<file path="config.mk">
export PLATFORM = sky130hd
export DESIGN_NAME = pipe_sched
export DESIGN_NICKNAME = d
export VERILOG_FILES = /design/src/rtl/pipe_pkg.sv /design/src/rtl/rr_arbiter.sv /design/src/rtl/pipe_sched.sv
export SDC_FILE = /design/constraint.sdc
export NUM_CORES = 1
export LEC_CHECK = 0
export ABC_AREA = 0
export BUFFER_PORTS_ARGS = -buffer_cell sky130_fd_sc_hd__buf_4
export CORE_UTILIZATION = 38
export CTS_CLUSTER_DIAMETER = 60
export DETAILED_ROUTE_END_ITERATION = 6
export PLACE_DENSITY = 0.8
export SLEW_MARGIN = 10
export SYNTH_ARGS = -nofsm -noshare
export SYNTH_HDL_FRONTEND = slang
export SYNTH_HIERARCHICAL = 1
export SYNTH_SLANG_ARGS = --single-unit
</file>
<file path="constraint.sdc">
create_clock -name clk -period 2.3 [get_ports clk]
set_input_delay 0.23 -clock clk [delete_from_list [all_inputs] [get_ports clk]]
set_output_delay 0.23 -clock clk [all_outputs]
set_load 0.05 [all_outputs]
</file>
<file path="src/rtl/pipe_pkg.sv">
// Shared constants and the shadow-stage record for the E = 5A + 5B - 4C + 3D pipeline scheduler.
package pipe_pkg;

  localparam int unsigned PIPE_DEPTH = 3;
  localparam int unsigned OPND_W     = 8;
  localparam int unsigned RES_W      = 16;
  localparam int unsigned ID_MAX_W   = 3;

  // Sized for the largest supported requester count (8); instances with fewer requesters use a narrower copy.
  typedef struct packed {
    logic                v;
    logic [ID_MAX_W-1:0] id;
  } shadow_t;

endpackage

</file>
<file path="src/rtl/rr_arbiter.sv">
// Round-robin arbiter: the search starts at the stored pointer, which moves past the winner on each accepted grant.
module rr_arbiter
  import pipe_pkg::*;
#(
  parameter int unsigned N_REQ = 2,
  parameter int unsigned ID_W  = $clog2(N_REQ)
) (
  input  logic             clk,
  input  logic             rst,
  input  logic [N_REQ-1:0] req,
  input  logic             advance,
  output logic [N_REQ-1:0] grant,
  output logic [ID_W-1:0]  index
);

  logic [ID_W-1:0] r_ptr;
  logic [ID_W-1:0] w_cand;
  logic            w_found;

  always_comb begin
    grant   = '0;
    index   = '0;
    w_found = 1'b0;
    w_cand  = '0;
    for (int unsigned k = 0; k < N_REQ; k++) begin
      w_cand = ID_W'((32'(r_ptr) + k) % N_REQ);
      if (!w_found && req[w_cand]) begin
        w_found       = 1'b1;
        grant[w_cand] = 1'b1;
        index         = w_cand;
      end
    end
  end

  always_ff @(posedge clk or negedge rst) begin
    if (!rst) begin
      r_ptr <= '0;
    end else if (advance) begin
      r_ptr <= ID_W'((32'(index) + 1) % N_REQ);
    end
  end

endmodule

</file>
<file path="src/rtl/pipe_sched.sv">
// Scheduler and flow controller for the shared 3-stage arithmetic datapath: arbitration, operand mux,
// valid/ID shadow pipeline, global stall and the downstream result counter.
module pipe_sched
  import pipe_pkg::*;
#(
  parameter int unsigned N_REQ = 2,
  parameter int unsigned ID_W  = $clog2(N_REQ)
) (
  input  logic                    clk,
  input  logic                    rst,
  input  logic [N_REQ-1:0]        req_valid,
  output logic [N_REQ-1:0]        req_ready,
  input  logic [OPND_W*N_REQ-1:0] req_a,
  input  logic [OPND_W*N_REQ-1:0] req_b,
  input  logic [OPND_W*N_REQ-1:0] req_c,
  output logic [OPND_W-1:0]       dp_a,
  output logic [OPND_W-1:0]       dp_b,
  output logic [OPND_W-1:0]       dp_c,
  output logic                    dp_stall,
  input  logic [RES_W-1:0]        dp_e,
  output logic                    out_valid,
  input  logic                    out_ready,
  output logic [RES_W-1:0]        out_e,
  output logic [ID_W-1:0]         out_id,
  output logic [RES_W-1:0]        done_cnt
);

  // Same layout as pipe_pkg::shadow_t, with the ID cut to this instance's width.
  typedef struct packed {
    logic            v;
    logic [ID_W-1:0] id;
  } stage_t;

  logic [N_REQ-1:0] w_grant;
  logic [ID_W-1:0]  w_idx;
  logic             w_any;
  logic             w_stall;
  logic             w_accept;
  stage_t           r_sh [PIPE_DEPTH];
  logic [RES_W-1:0] r_done;

  assign w_any    = |w_grant;
  assign w_stall  = r_sh[PIPE_DEPTH-1].v & ~out_ready;
  // Gating with rst keeps req_ready low while reset is held, even with requests pending.
  assign w_accept = w_any & ~w_stall & rst;

  rr_arbiter #(
    .N_REQ (N_REQ),
    .ID_W  (ID_W)
  ) u_arb (
    .clk     (clk),
    .rst     (rst),
    .req     (req_valid),
    .advance (w_accept),
    .grant   (w_grant),
    .index   (w_idx)
  );

  assign req_ready = w_grant & {N_REQ{~w_stall & rst}};

  always_comb begin
    dp_a = '0;
    dp_b = '0;
    dp_c = '0;
    if (w_any) begin
      dp_a = req_a[OPND_W*w_idx +: OPND_W];
      dp_b = req_b[OPND_W*w_idx +: OPND_W];
      dp_c = req_c[OPND_W*w_idx +: OPND_W];
    end
  end

  always_ff @(posedge clk or negedge rst) begin
    if (!rst) begin
      for (int unsigned i = 0; i < PIPE_DEPTH; i++) begin
        r_sh[i] <= '0;
      end
      r_done <= '0;
    end else begin
      if (!w_stall) begin
        r_sh[0].v  <= w_any;
        r_sh[0].id <= w_idx;
        for (int unsigned i = 1; i < PIPE_DEPTH; i++) begin
          r_sh[i] <= r_sh[i-1];
        end
      end
      if (r_sh[PIPE_DEPTH-1].v && out_ready) begin
        r_done <= r_done + 1'b1;
      end
    end
  end

  assign dp_stall  = w_stall;
  assign out_valid = r_sh[PIPE_DEPTH-1].v;
  assign out_id    = r_sh[PIPE_DEPTH-1].id;
  assign out_e     = dp_e;
  assign done_cnt  = r_done;

endmodule

</file>
==> results.ini <==
[sta]
tightest_slew_ps=447
worst_slack_ps=377
fmax_ghz=0.520
rsz0062_at_grt=false
slew_viol_final=0
fin_crit_ps=1920
finalHoldViolCount=0
relSlewSlack_pct=70.0
skew_ps=9.18
finalSetupViolCount=0
fin_crit_sh_pct=83.6
finalSetupTns_ps=0

[hold_path]
hold_class=in2reg

[logic_synthesis]
syn_area_per_cell_um2=9.49
ys_seq_elements=23
postSynthCellCount=160
synth_fp_nets=230
yosysSeqAreaShare_pct=37.9
synth_area_mm2=0.00152
ys_warn_count=6
synthArstFlopShare_pct=100
synth_cell_type_count=27
synth_ff_type=dfrtp_1
synth_edf_count=0

[clock_tree]
insertion_delay_ps=260
ctsRootBufferMaster=clkbuf_8
cts.sinks=23
post_cts_buffers=0
numCtsBuffers=3
clock_path_buffers=2
h-tree-depth=1
clkTransAtPathRegs_ps=70
cts_tree=done

[finish]
utilization_pct=60.1
layout_commonest_cell=buf_4
antenna_cells=0
multiInputGateArea_um2=798
final_cell_mix=buf_4 (101), nor2_1 (33), mux2i_1 (24)
drive_gt1_share_pct=46.5
finalInstanceArea_mm2=0.00225
nNetsFinal=316
regArea_um2=576
nFillCells=353
area_growth_pct=48.2

[die]
num_io_pins=130
initial_core_util_pct=40.6
die_w_um=65.2
std_cell_rows=22
die_y_um=65.2
die_area_mm2=0.00425
core_mm2=0.00374

[grt]
grt_usage_pct=16.4
antenna_found_initial=0
grt_overflow_total=0
grt_first_pass_wirelength_mm=5.47
grt_max_degree=27
grt_pass1_vias=1329

[placed_design]
placed_area_mm2=0.00220
dpl.hpwl_mm=2.88
pre_cts_slack_ps=629
gp_congestion=0.766
io_buffers=97

[worst_setup_path]
required_ps=2070
critPathSlowestCell=dfrtp_1
critical-path-top-delay-family=buffers and inverters
cp_num_buf_inv=2
cp-start-kind=flip-flop
end_kind=output port
critPathMaxFanout=16
crit_path_frequent_cell=buf_4
crit_chain=nand2b_4 > and2_1 > buf_4 > mux2i_1 > nor2_1 > buf_4
crit_type=reg2out
slowest_delay_ps=370
cp.arrival_ps=1690

[power_and_ir_drop]
finalPower_mw=2.10
combPwrFrac_pct=58.6
intPower_mw=1.07
sw_frac_of_total_pct=48.9
seq_power_share_pct=29.6
p_switching_mw=1.03
clkPwrFrac_pct=11.8
vdd_drop_max_mv=0.440
powerDensity_mw_per_mm2=935
leakage_nw=1.20

[drt]
drt_iter0_markers=56
drt_first_pass_iters=4
vias=1387
vias_per_cell=4.73
wire_per_inst_um=12.1
drc=0
drt-total-wl_mm=3.54
ant_nets=0

[run]
cap_violations=0

[run_status]
status=complete, no violations

-- worst paths after layout --
| path | cells after the start | endpoint | slack [ps] | start |
|---|---|---|---|---|
| worst max-delay path | 6 | dp_b[1] | 380 | flip-flop |
| worst min-delay path | 2 | flip-flop | 190 | req_valid[1] |
| worst max register to register | 5 | done_cnt[12] | 630 | done_cnt[0] |
| worst min register to register | 1 | out_valid | 450 | r_sh[3] |
| max in group asynchronous | 2 | done_cnt[15] | 1660 | rst |
| min in group asynchronous | 2 | done_cnt[14] | 390 | rst |
-- state kept, by name, indices dropped and copies added, names as in the netlist, named ones only --
register   flops
out_id         1
done_cnt      16
out_valid      1
r_sh           4
-- cell usage after synthesis (2+ instances only) --
cell | n | share of area (%)
nand2b_1 | 2 | 0.82
clkbuf_1 | 3 | 0.74
nor2_1 | 33 | 8.2
buf_4 | 16 | 7.9
nand2_1 | 12 | 3.0
nand4_1 | 5 | 2.1
xor2_1 | 8 | 4.6
mux2_2 | 5 | 3.7
dfrtp_1 | 23 | 38
mux2i_1 | 24 | 16
buf_2 | 2 | 0.66
and3_1 | 4 | 1.6
xnor2_1 | 7 | 4.0
and2_1 | 3 | 1.2
-- metal layers --
metal  wire length (µm)  GRT usage, %
met1               1300          16.3
met2               1930          32.0
met4                 17          5.43
met3                288          4.69
met5                  0             0
-- kinds of logic after synthesis --
kind of cell	Yosys count	synth area share, %
simple gates	67	21.3
mux	29	19.5
flops	23	37.9
buf+inv	22	9.56
xor+xnor	15	8.65
compound gates	3	2.22
fa+ha+maj	1	0.824
-- what timing repair did --
item                      4_1_cts  5_1_grt
hold buffers                    1        0
gates resized for setup         0        0
hold endpoints to repair       23        0
-- per-stage QoR --
stage               cells  hold slack, ps
floorplan             160           -65.6
CTS                   293             188
global route          293             192
detailed placement    288             146
global placement      288             143
finish                293             194
-- cell type report --
type	instances	share of cell area (%)
timing repair buffer	102	34.1
multi-input combinational	115	35.5
inverter	1	0.167
sequential	23	25.6
clock buffer	4	2.00
tap	48	2.67
-- power groups by stage --
| stage | Combinational (mW) | Sequential, mW | Clock, mW |
|---|---|---|---|
| after floorplan | 0.704 | 0.855 | 0 |
| after detailed placement | 1.24 | 0.632 | 0 |
| after global routing | 1.31 | 0.646 | 0.268 |
| final | 1.23 | 0.623 | 0.248 |
| after global placement | 1.23 | 0.626 | 0 |
| after CTS | 1.25 | 0.624 | 0.254 |
Note: power is estimated with default switching activity, not from simulation.
